===== src/rtl/regfile_wb_scheduler.sv =====
// regfile_wb_scheduler
//   Sits in front of the single-write-port register file. It arbitrates the
//   write port between the ALU and LSU writeback requesters (round-robin,
//   valid/ready). It also keeps a per-register busy scoreboard, which stalls
//   issue on RAW and WAW hazards against writes that are still in flight.
//
// Ports
//   clk, rst                 clock; asynchronous active-high reset
//   issue_*                  decode-side instruction (sources, destination, valid)
//   issue_stall              instruction not accepted this cycle (combinational)
//   alu_wb_* / lsu_wb_*      writeback requests (valid, rd, data) and ready (comb.)
//   rf_wr_en/rf_regW/rf_portW registered register-file write port
//   busy_vec                 scoreboard state; bit 0 always 0
module regfile_wb_scheduler #(
  parameter  int WIDTH = 32,
  parameter  int DEPTH = 32,
  localparam int AW    = $clog2(DEPTH)
) (
  input  logic             clk,
  input  logic             rst,
  input  logic             issue_valid,
  input  logic [AW-1:0]    issue_rs1,
  input  logic [AW-1:0]    issue_rs2,
  input  logic             issue_use_rs1,
  input  logic             issue_use_rs2,
  input  logic [AW-1:0]    issue_rd,
  input  logic             issue_rd_we,
  output logic             issue_stall,
  input  logic             alu_wb_valid,
  input  logic [AW-1:0]    alu_wb_rd,
  input  logic [WIDTH-1:0] alu_wb_data,
  output logic             alu_wb_ready,
  input  logic             lsu_wb_valid,
  input  logic [AW-1:0]    lsu_wb_rd,
  input  logic [WIDTH-1:0] lsu_wb_data,
  output logic             lsu_wb_ready,
  output logic             rf_wr_en,
  output logic [AW-1:0]    rf_regW,
  output logic [WIDTH-1:0] rf_portW,
  output logic [DEPTH-1:0] busy_vec
);

  typedef enum logic {SRC_ALU = 1'b0, SRC_LSU = 1'b1} src_e;

  src_e             last_q, last_d;
  logic [DEPTH-1:0] busy_q, busy_d;
  logic             wr_en_q, wr_en_d;
  logic [AW-1:0]    regw_q, regw_d;
  logic [WIDTH-1:0] portw_q, portw_d;
  logic             issue_ok;

  // Hazard check and arbitration are purely combinational on registered state.
  always_comb begin
    issue_stall  = issue_valid & ((issue_use_rs1 & busy_q[issue_rs1]) |
                                  (issue_use_rs2 & busy_q[issue_rs2]) |
                                  (issue_rd_we   & busy_q[issue_rd]));
    issue_ok     = issue_valid & ~issue_stall;
    // On a tie the requester that did not win last time is granted.
    alu_wb_ready = alu_wb_valid & (~lsu_wb_valid | (last_q == SRC_LSU));
    lsu_wb_ready = lsu_wb_valid & (~alu_wb_valid | (last_q == SRC_ALU));
  end

  always_comb begin
    last_d  = last_q;
    wr_en_d = 1'b0;
    regw_d  = '0;
    portw_d = '0;
    if (alu_wb_ready) begin
      last_d  = SRC_ALU;
      wr_en_d = (alu_wb_rd != '0);   // x0 writes are consumed but dropped
      regw_d  = alu_wb_rd;
      portw_d = alu_wb_data;
    end else if (lsu_wb_ready) begin
      last_d  = SRC_LSU;
      wr_en_d = (lsu_wb_rd != '0);
      regw_d  = lsu_wb_rd;
      portw_d = lsu_wb_data;
    end
  end

  // Busy clears on the same edge the register file captures the data, so a
  // dependent instruction released by the clear always reads the new value.
  // Set is applied after clear so it wins on the (illegal) coincidence.
  always_comb begin
    busy_d = busy_q;
    if (wr_en_q) busy_d[regw_q] = 1'b0;
    if (issue_ok && issue_rd_we) busy_d[issue_rd] = 1'b1;
    busy_d[0] = 1'b0;
  end

  always_ff @(posedge clk or posedge rst) begin
    if (rst) begin
      last_q  <= SRC_LSU;
      busy_q  <= '0;
      wr_en_q <= 1'b0;
      regw_q  <= '0;
      portw_q <= '0;
    end else begin
      last_q  <= last_d;
      busy_q  <= busy_d;
      wr_en_q <= wr_en_d;
      regw_q  <= regw_d;
      portw_q <= portw_d;
    end
  end

  assign rf_wr_en = wr_en_q;
  assign rf_regW  = regw_q;
  assign rf_portW = portw_q;
  assign busy_vec = busy_q;

endmodule

===== config.mk =====
export PLATFORM = sky130hd
export DESIGN_NAME = regfile_wb_scheduler
export DESIGN_NICKNAME = d
export VERILOG_FILES = /design/src/rtl/regfile_wb_scheduler.sv
export SDC_FILE = /design/constraint.sdc
export NUM_CORES = 1
export LEC_CHECK = 0
export BUFFER_PORTS_ARGS = -buffer_cell sky130_fd_sc_hd__buf_2
export CAP_MARGIN = 20
export CORE_AREA = 2 2 94 96
export CTS_CLUSTER_DIAMETER = 120
export CTS_CLUSTER_SIZE = 12
export DETAILED_ROUTE_END_ITERATION = 8
export DIE_AREA = 0 0 96 98
export PLACE_DENSITY = 0.87
export SLEW_MARGIN = 5
export SYNTH_ARGS = -nofsm -noshare
export SYNTH_HDL_FRONTEND = slang
export SYNTH_SLANG_ARGS = --single-unit

===== constraint.sdc =====
create_clock -name clk -period 3.3 [get_ports clk]
set_clock_uncertainty 0.15 [all_clocks]
set_input_delay 0.33 -clock clk [delete_from_list [all_inputs] [get_ports clk]]
set_output_delay 0.33 -clock clk [all_outputs]
set_load 0.02 [all_outputs]

=== Word level (Yosys, flattened, before mapping) ===
Cells that the tools add are included.

* Order comparisons: 6
* Multiplexer cells: 20
* Bitwise operators: 18
* Reductions and logical operators: 6

{| class="wikitable"
|+ Operators by type and width
! operator !! count
|-
| $mux 32 || 4
|-
| $and 32x32->32 || 1
|-
| $not 32->32 || 1
|-
| $or 32x32->32 || 1
|-
| $lt 5x6->1 const B || 4
|-
| $bmux 1 s5 || 3
|-
| $demux 1 s5 || 2
|-
| $ge 5x1->1 const B || 2
|-
| $mux 5 || 2
|-
| $reduce_bool 5->1 || 2
|-
| $mux 1 || 9
|-
| $and 1x1->1 || 7
|-
| $not 1->1 || 4
|-
| $or 1x1->1 || 4
|-
| $logic_and 1x1->1 || 3
|-
| $reduce_bool 2->1 || 1
|}

* Register bits: 70
* Input bits: 97
* Output and inout port bits: 73
* Word-level logic and storage cells: 55

=== Depth between registers and ports, before layout ===
Gate-level depths: netlist of run 1.

* Depth after elaboration: 10
* Gate-level depth with buffers: 8
* Mapped depth without buffers: 6

=== Worst setup path before layout of run 1 ===
Ideal clock, no wire load.

* Path type: input to output
* Start point: input issue_rs1[0]
* End point: output issue_stall
* Arrival time: 2.228 ns
* Required time: 2.820 ns
* Path slack: 0.592 ns
* Cell stages on the path: 7
* Path buffers: 1
* Path through: buf_2 mux4_2 mux2i_1 nor2_1 or4_1 a221o_1 and2_1

* Cells in the longest elaborated chain, start to end: 6

{| class="wikitable"
|+ RTL lines
! what !! RTL line !! RTL
|-
| start: declaration || 22 || <nowiki>input logic [AW-1:0] issue_rs1,</nowiki>
|-
| $bmux 1 s5 || 54 || <nowiki>issue_stall = issue_valid & ((issue_use_rs1 & busy_q[issue_rs1]) |</nowiki>
|-
| $mux 1 (implied by the code) || 54 ||
|-
| $and 1x1->1 || 54 ||
|-
| $or 1x1->1 || 54 ||
|-
| $or 1x1->1 || 55 || <nowiki>(issue_use_rs2 & busy_q[issue_rs2]) |</nowiki>
|-
| $and 1x1->1 || 54 ||
|-
| end: declaration || 28 || <nowiki>output logic issue_stall,</nowiki>
|}

No other way between the ends. The select of a mux whose other input is x is not followed.

=== Final worst setup path of run 1 ===
* Start point: register busy_q[20], in the netlist busy_vec[20]
* End point: output issue_stall

* Cells in the longest elaborated chain, start to end: 6
* Elaborated cells between the ends (all ways): 12
* Classes of those cells: 6 x mux; 6 x bitwise

{| class="wikitable"
|+ RTL lines
! what !! RTL line !! RTL
|-
| start: declaration || 46 || <nowiki>logic [DEPTH-1:0] busy_q, busy_d;</nowiki>
|-
| start signal: assignment || 100 || <nowiki>busy_q <= busy_d;</nowiki>
|-
| $bmux 1 s5 (on tied branches) || 54, 55 ||
|-
| $mux 1 (on tied branches) || 54, 55 ||
|-
| $and 1x1->1 (on tied branches) || 54, 55 ||
|-
| $or 1x1->1 || 54 ||
|-
| $or 1x1->1 (*) || 55 ||
|-
| $and 1x1->1 (*) || 54 ||
|}

Every way passes the cells marked *; elsewhere a longest branch is shown, timed or not. The select of a mux whose other input is x is not followed.

==> results.toml, run 1 <==
[floorplan]
die_x_microns = 96
die_area_sq_um = 9410
coreArea_sq_um = 8470
ioPinCount = 170
fp.dieH_microns = 98
start_util_pct = 43.5
std_cell_rows = 34

[power_and_ir_drop]
vdd_drop_max_v = 0.000314
power_density_nw_per_um2 = 670
p_leak_nw = 2.26

[run]
maxCapViolCount = 0

[sta]
finalHoldViolCount = 0
rsz0062_at_grt = "no"
fmax_mhz = 325
holdWs_ns = 0.0111
worst_slew_pin_slew_ns = 0.966
fin_crit_sh_pct = 93.2
drv_slew = 0
fin_crit_ns = 3.08
setup_tns_ns = 0
relSlewSlack_pct = 35.1
setup_viol = 0

[hold_path]
whs_endpoint = "last_q$_DFFE_PP1P_"
hp-start = "alu_wb_valid"
holdPathStages = 2
hold_class = "primary input to flip-flop"

[route]
remaining_drc_errors = 0
avgViaCountPerCell = 5.98
vias = 3749
drt-initial-drc-count = 216
drtPass1Iterations = 5
wirelength_microns = 11600
ant_nets = 0
routedWlPerCell_microns = 18.5

[clock_network]
clkTransAtPathRegs_ns = 0.08
cts_tree = "yes"
cts_buffers = 9
htreeDepth = 3
ctsLongestPathBuffers = 2
cts_setup_buffers = 0
root_buffer = "clkbuf_8"
insertion_delay_ns = 0.35
cts.sinks = 70

[logic_synthesis]
synth_top_cells_by_area = "dfrtp_1 (47%), a22o_1 (8.8%), mux4_2 (8.6%)"
yosysTopAreaCell = "dfrtp_1"
avgSynthCellArea_sq_um = 10.6
async_flop_share_pct = 100
yosysSeqAreaShare_pct = 47.6
yosysWarnings = 0
synth_cells = 349
synthFlopType = "dfrtp_1"
yosysTopAreaCellShare_pct = 46.9
yosysUniqueCellTypes = 36
synth-edff-count = 0
synth_fp_nets = 446
ys_seq_elements = 70
netlist_area_sq_um = 3680

[global_routing]
track_usage_pct = 24.9
grt_max_degree = 51
grt_pass1_vias = 3611
antenna_found_initial = 0
grt_pass1_wl_microns = 18000
overflow = 0

[critical_path]
required_ns = 2.82
path_class = "flip-flop to output port"
worstPathArrival_ns = 2.60
crit_path_start_kind = "flip-flop"
r2r_start = "busy_vec[20]$_DFF_PP0_"
slowest_stage = "mux4_2"
worstPathCellList = "mux4_2 -> mux2i_1 -> nor3_1 -> or4_1 -> a221o_1 -> and2_1 -> buf_2"
worstRegToRegCells = 7
end_kind = "output port"
cp_max_fo = 5
r2r-end = "busy_vec[4]$_DFF_PP0_"
r2r_slack_ns = 0.68
slowest_delay_ns = 0.50

[place]
dp.cells = 609
portBuffers = 168
dp_hpwl_microns = 8680
place.gp.congestion = 0.936

[cells_and_area]
n_antenna_cell = 0
fillers = 727
final_cells = 627
multi_input_area_sq_um = 1830
syn_to_final_growth_pct = 31.7
nets = 611
layout-drive-gt1-share_pct = 41.0
register_area_sq_um = 1750

[status]
status = "complete, no violations"
per-layer routing:
| metal | up-vias | wire, microns | track usage [%] |
|---|---|---|---|
| met3 | 42 | 1250 | 5.25 |
| met1 | 1768 | 4220 | 30.6 |
| met2 | 288 | 5730 | 41.4 |
| met4 | 0 | 376 | 11.5 |
| met5 | - | 0 | 0 |
| li1 | 1651 | - | - |
worst max path at each step:
stage          cells after the start              startpoint  slack, ns     endpoint
6_report                           7  busy_vec[20]$_DFF_PP0_       0.22  issue_stall
5_1_grt                            7  busy_vec[10]$_DFF_PP0_       0.12  issue_stall
4_1_cts                            7  busy_vec[10]$_DFF_PP0_       0.24  issue_stall
3_5_place_dp                       8            issue_rs1[0]       0.44  issue_stall
3_3_place_gp                       8            issue_rs1[0]       0.48  issue_stall
2_1_floorplan                      7            issue_rs1[0]       0.59  issue_stall
critical path: cells and delay by family (launching register included):
family | cells | cell delay (ns)
AO/OA/AOI/OAI | 1 | 0.30
AND/OR/NAND/NOR | 3 | 0.68
multiplexers | 2 | 0.66
flip-flops | 1 | 0.47
buffers and inverters | 1 | 0.15
state kept, by name, indices dropped and copies added (netlist names):
name	cells
busy_vec	31
rf_regW	5
rf_wr_en	1
rf_portW	32
last_q	1
synthesized netlist by cell type, drive strengths merged, types with 6 or more instances:
library cell / count
nand3b: 6
a22o: 37
nor3: 8
mux2i: 25
mux4: 14
nand2: 41
dfrtp: 69
nor2: 11
nor4: 8
buf: 8
o21ai: 66
clkbuf: 15
per-stage QoR:
step / utilization [%] / power (mW) / setup slack, ns / instance area [sq um]
after floorplan: - / 2.03 / 0.592 / 3680
after detailed placement: 54.6 / 2.55 / 0.439 / 4620
after global routing: 57.3 / 3.42 / 0.121 / 4850
final: 57.3 / 3.25 / 0.223 / 4850
after global placement: 54.6 / 2.50 / 0.483 / 4620
after CTS: 56.9 / 3.25 / 0.238 / 4820
repair_timing:
item | 4_1_cts | 5_1_grt
endpoints found under the setup margin | 0 | 0
endpoints found under the hold margin | 0 | 14
hold buffers | 0 | 1
gates resized for setup | 0 | 0
cell usage in the layout, fill, tap and decap left out, types with 3 or more instances in the layout:
cell	Yosys	final
nor3_1	8	8
nor4_1	8	8
clkbuf_8	0	9
o32ai_1	4	4
or4_1	3	3
mux2i_1	25	25
nand2b_1	4	4
o21ai_0	36	36
buf_2	6	168
dfrtp_1	69	69
nand3_1	4	4
o21ai_1	30	30
nor2_1	11	11
mux4_2	14	14
a22o_1	37	37
nand2_1	41	41
clkinvlp_4	0	3
nand3b_1	6	6
buf_4	1	7
nor3b_1	4	4
power by group:
| group | total [mW] | switching, mW | internal [mW] |
|---|---|---|---|
| clock network | 0.703 | 0.349 | 0.354 |
| logic | 1.18 | 0.682 | 0.501 |
| registers | 1.36 | 0.297 | 1.06 |
| total | 3.25 | 1.33 | 1.92 |
kinds of logic (layout without fill, tap and decap cells):
| family | Yosys count | after routing | share of synthesized area (%) |
|---|---|---|---|
| simple gates | 100 | 100 | 14.0 |
| compound gates | 112 | 112 | 19.7 |
| buf+inv | 26 | 196 | 2.96 |
| flops | 70 | 70 | 47.6 |
| other cells | 1 | 1 | 0.102 |
| mux | 40 | 40 | 15.7 |
area by class of cell:
| class | count | area share [%] |
|---|---|---|
| multi-input combinational | 253 | 37.7 |
| sequential | 70 | 36.2 |
| timing repair buffer | 177 | 19.0 |
| tap | 108 | 2.79 |
| clock buffer | 10 | 2.63 |
| clock inverter | 6 | 1.45 |
| inverter | 3 | 0.232 |
Note: power is estimated with default switching activity, not from simulation.
==> run 2, diff against run 1 <==
--- a/config.mk
+++ b/config.mk
@@ -8,6 +8,7 @@
 export BUFFER_PORTS_ARGS = -buffer_cell sky130_fd_sc_hd__buf_2
 export CAP_MARGIN = 20
 export CORE_AREA = 2 2 94 96
+export CTS_BUF_LIST = sky130_fd_sc_hd__clkbuf_4 sky130_fd_sc_hd__clkbuf_8
 export CTS_CLUSTER_DIAMETER = 120
 export CTS_CLUSTER_SIZE = 12
 export DETAILED_ROUTE_END_ITERATION = 8
==> run 2 against run 1 <==
Net effect:
- sequential power hardly changed
- total power is 0.25% higher
- global-route usage stayed put
- clock power is 1% higher
- fmax hardly changed
- critical path type unchanged
- largest cell class unchanged
==> results.toml, run 2 (synthesis results as in run 1) <==
[status]
status = "complete, no violations"

[sta]
final.setup.worst_slack_ns = 0.223
setup_tns_ns = 0
relSlewSlack_pct = 35.1
fin_crit_sh_pct = 93.2
finalHoldViolCount = 0
setup_viol = 0
drv_slew = 0
fin_crit_ns = 3.08
fmax_mhz = 325
worst_slew_pin_slew_ns = 0.966
holdWs_ns = 0.0109
rsz0062_at_grt = "no"

[global_routing]
use_met1_pct = 30.6
antenna_found_initial = 0
use_met2_pct = 41.4
busiest_layer = "met2"
grt_pass1_wl_microns = 18000
overflow = 0
gr-usage-met3_pct = 5.25
grt_max_degree = 51
track_usage_pct = 24.9
grt_pass1_vias = 3611

[critical_path]
r2r_slack_ns = 0.68
worstRegToRegCells = 7
path_class = "flip-flop to output port"
r2r_start = "busy_vec[20]$_DFF_PP0_"
crit_path_start_kind = "flip-flop"
cp_max_fo = 5
r2r-end = "busy_vec[4]$_DFF_PP0_"
worstPathArrival_ns = 2.60
required_ns = 2.82
end_kind = "output port"

[clock_network]
htreeDepth = 3
insertion_delay_ns = 0.35
ctsResizeCount = 0
cts_setup_buffers = 0
cts.sinks = 70
cts_tree = "yes"
ctsLongestPathBuffers = 2
clkTransAtPathRegs_ns = 0.08
cts_buffers = 9
root_buffer = "clkbuf_8"
ctsHoldBuffers = 0

[cells_and_area]
syn_to_final_growth_pct = 31.8
layout-drive-gt1-share_pct = 41.2
layout_commonest_cell = "buf_2"
design_area_sq_um = 4850
n_antenna_cell = 0
most-common-layout-cells = "buf_2 (168), dfrtp_1 (69), nand2_1 (41)"
nets = 611
largest_reg_flops = 32

[hold_path]
hp-start = "alu_wb_valid"
holdPathStages = 2
hold_class = "primary input to flip-flop"
whs_endpoint = "last_q$_DFFE_PP1P_"

[place]
portBuffers = 168
place_ws_ns = 0.439
place.gp.congestion = 0.936
place_area_sq_um = 4620
dp_hpwl_microns = 8680

[floorplan]
fp.dieH_microns = 98
coreArea_sq_um = 8470
die_area_sq_um = 9410
ioPinCount = 170
die_x_microns = 96
start_util_pct = 43.5
std_cell_rows = 34

[route]
drtPass1Iterations = 5
drt-initial-drc-count = 216
remaining_drc_errors = 0
vias = 3751
avgViaCountPerCell = 5.98
routedWlPerCell_microns = 18.5
wirelength_microns = 11600
ant_nets = 0

[power_and_ir_drop]
seq_power_share_pct = 41.8
power_mw = 3.26
p_comb_share_pct = 36.4
vdd_drop_max_v = 0.000320
p_leak_nw = 2.26
p_sw_mw = 1.33
clockPowerShare_pct = 21.8
power_density_nw_per_um2 = 671
switching_share_pct = 40.8
p_int_mw = 1.93

[run]
maxCapViolCount = 0
run 2: worst max path at each step:
stage	start	endpoint	slack [ns]
after floorplan	issue_rs1[0]	issue_stall	0.59
after global placement	issue_rs1[0]	issue_stall	0.48
after detailed placement	issue_rs1[0]	issue_stall	0.44
after CTS	busy_vec[10]$_DFF_PP0_	issue_stall	0.24
after global routing	busy_vec[10]$_DFF_PP0_	issue_stall	0.12
final	busy_vec[20]$_DFF_PP0_	issue_stall	0.22
run 2: critical path: stages (launching register included):
cell and delay, ns:
dfrtp_1 0.47, mux4_2 0.50, mux2i_1 0.16, nor3_1 0.06, or4_1 0.46, a221o_1 0.30, and2_1 0.16, buf_2 0.15
run 2: layout make-up:
cell class / instances / area (sq um)
multi-input cells: 253 / 1830
fillers: 727 / 3610
well taps: 108 / 135
flip-flops and latches: 70 / 1750
inverters: 3 / 11.3
repair buffers: 177 / 923
clock inverters: 6 / 70.1
clock buffers: 10 / 131
run 2: power groups by stage:
stage	Clock (mW)	Combinational, mW	Sequential [mW]
3_3_place_gp	0	1.15	1.35
5_1_grt	0.759	1.28	1.38
6_report	0.711	1.18	1.36
4_1_cts	0.726	1.18	1.35
3_5_place_dp	0	1.18	1.36
2_1_floorplan	0	0.526	1.51
run 2: per-layer routing:
metal | wire (microns) | part of all wire (%)
met5 | 0 | 0
met4 | 363 | 3.1
met3 | 1250 | 11
met2 | 5750 | 50
met1 | 4210 | 36
run 2: metrics by stage:
step | instances | utilization (%)
5_1_grt | 627 | 57.3
3_5_place_dp | 609 | 54.6
2_1_floorplan | 349 | -
3_3_place_gp | 609 | 54.6
4_1_cts | 625 | 57.0
6_report | 627 | 57.3
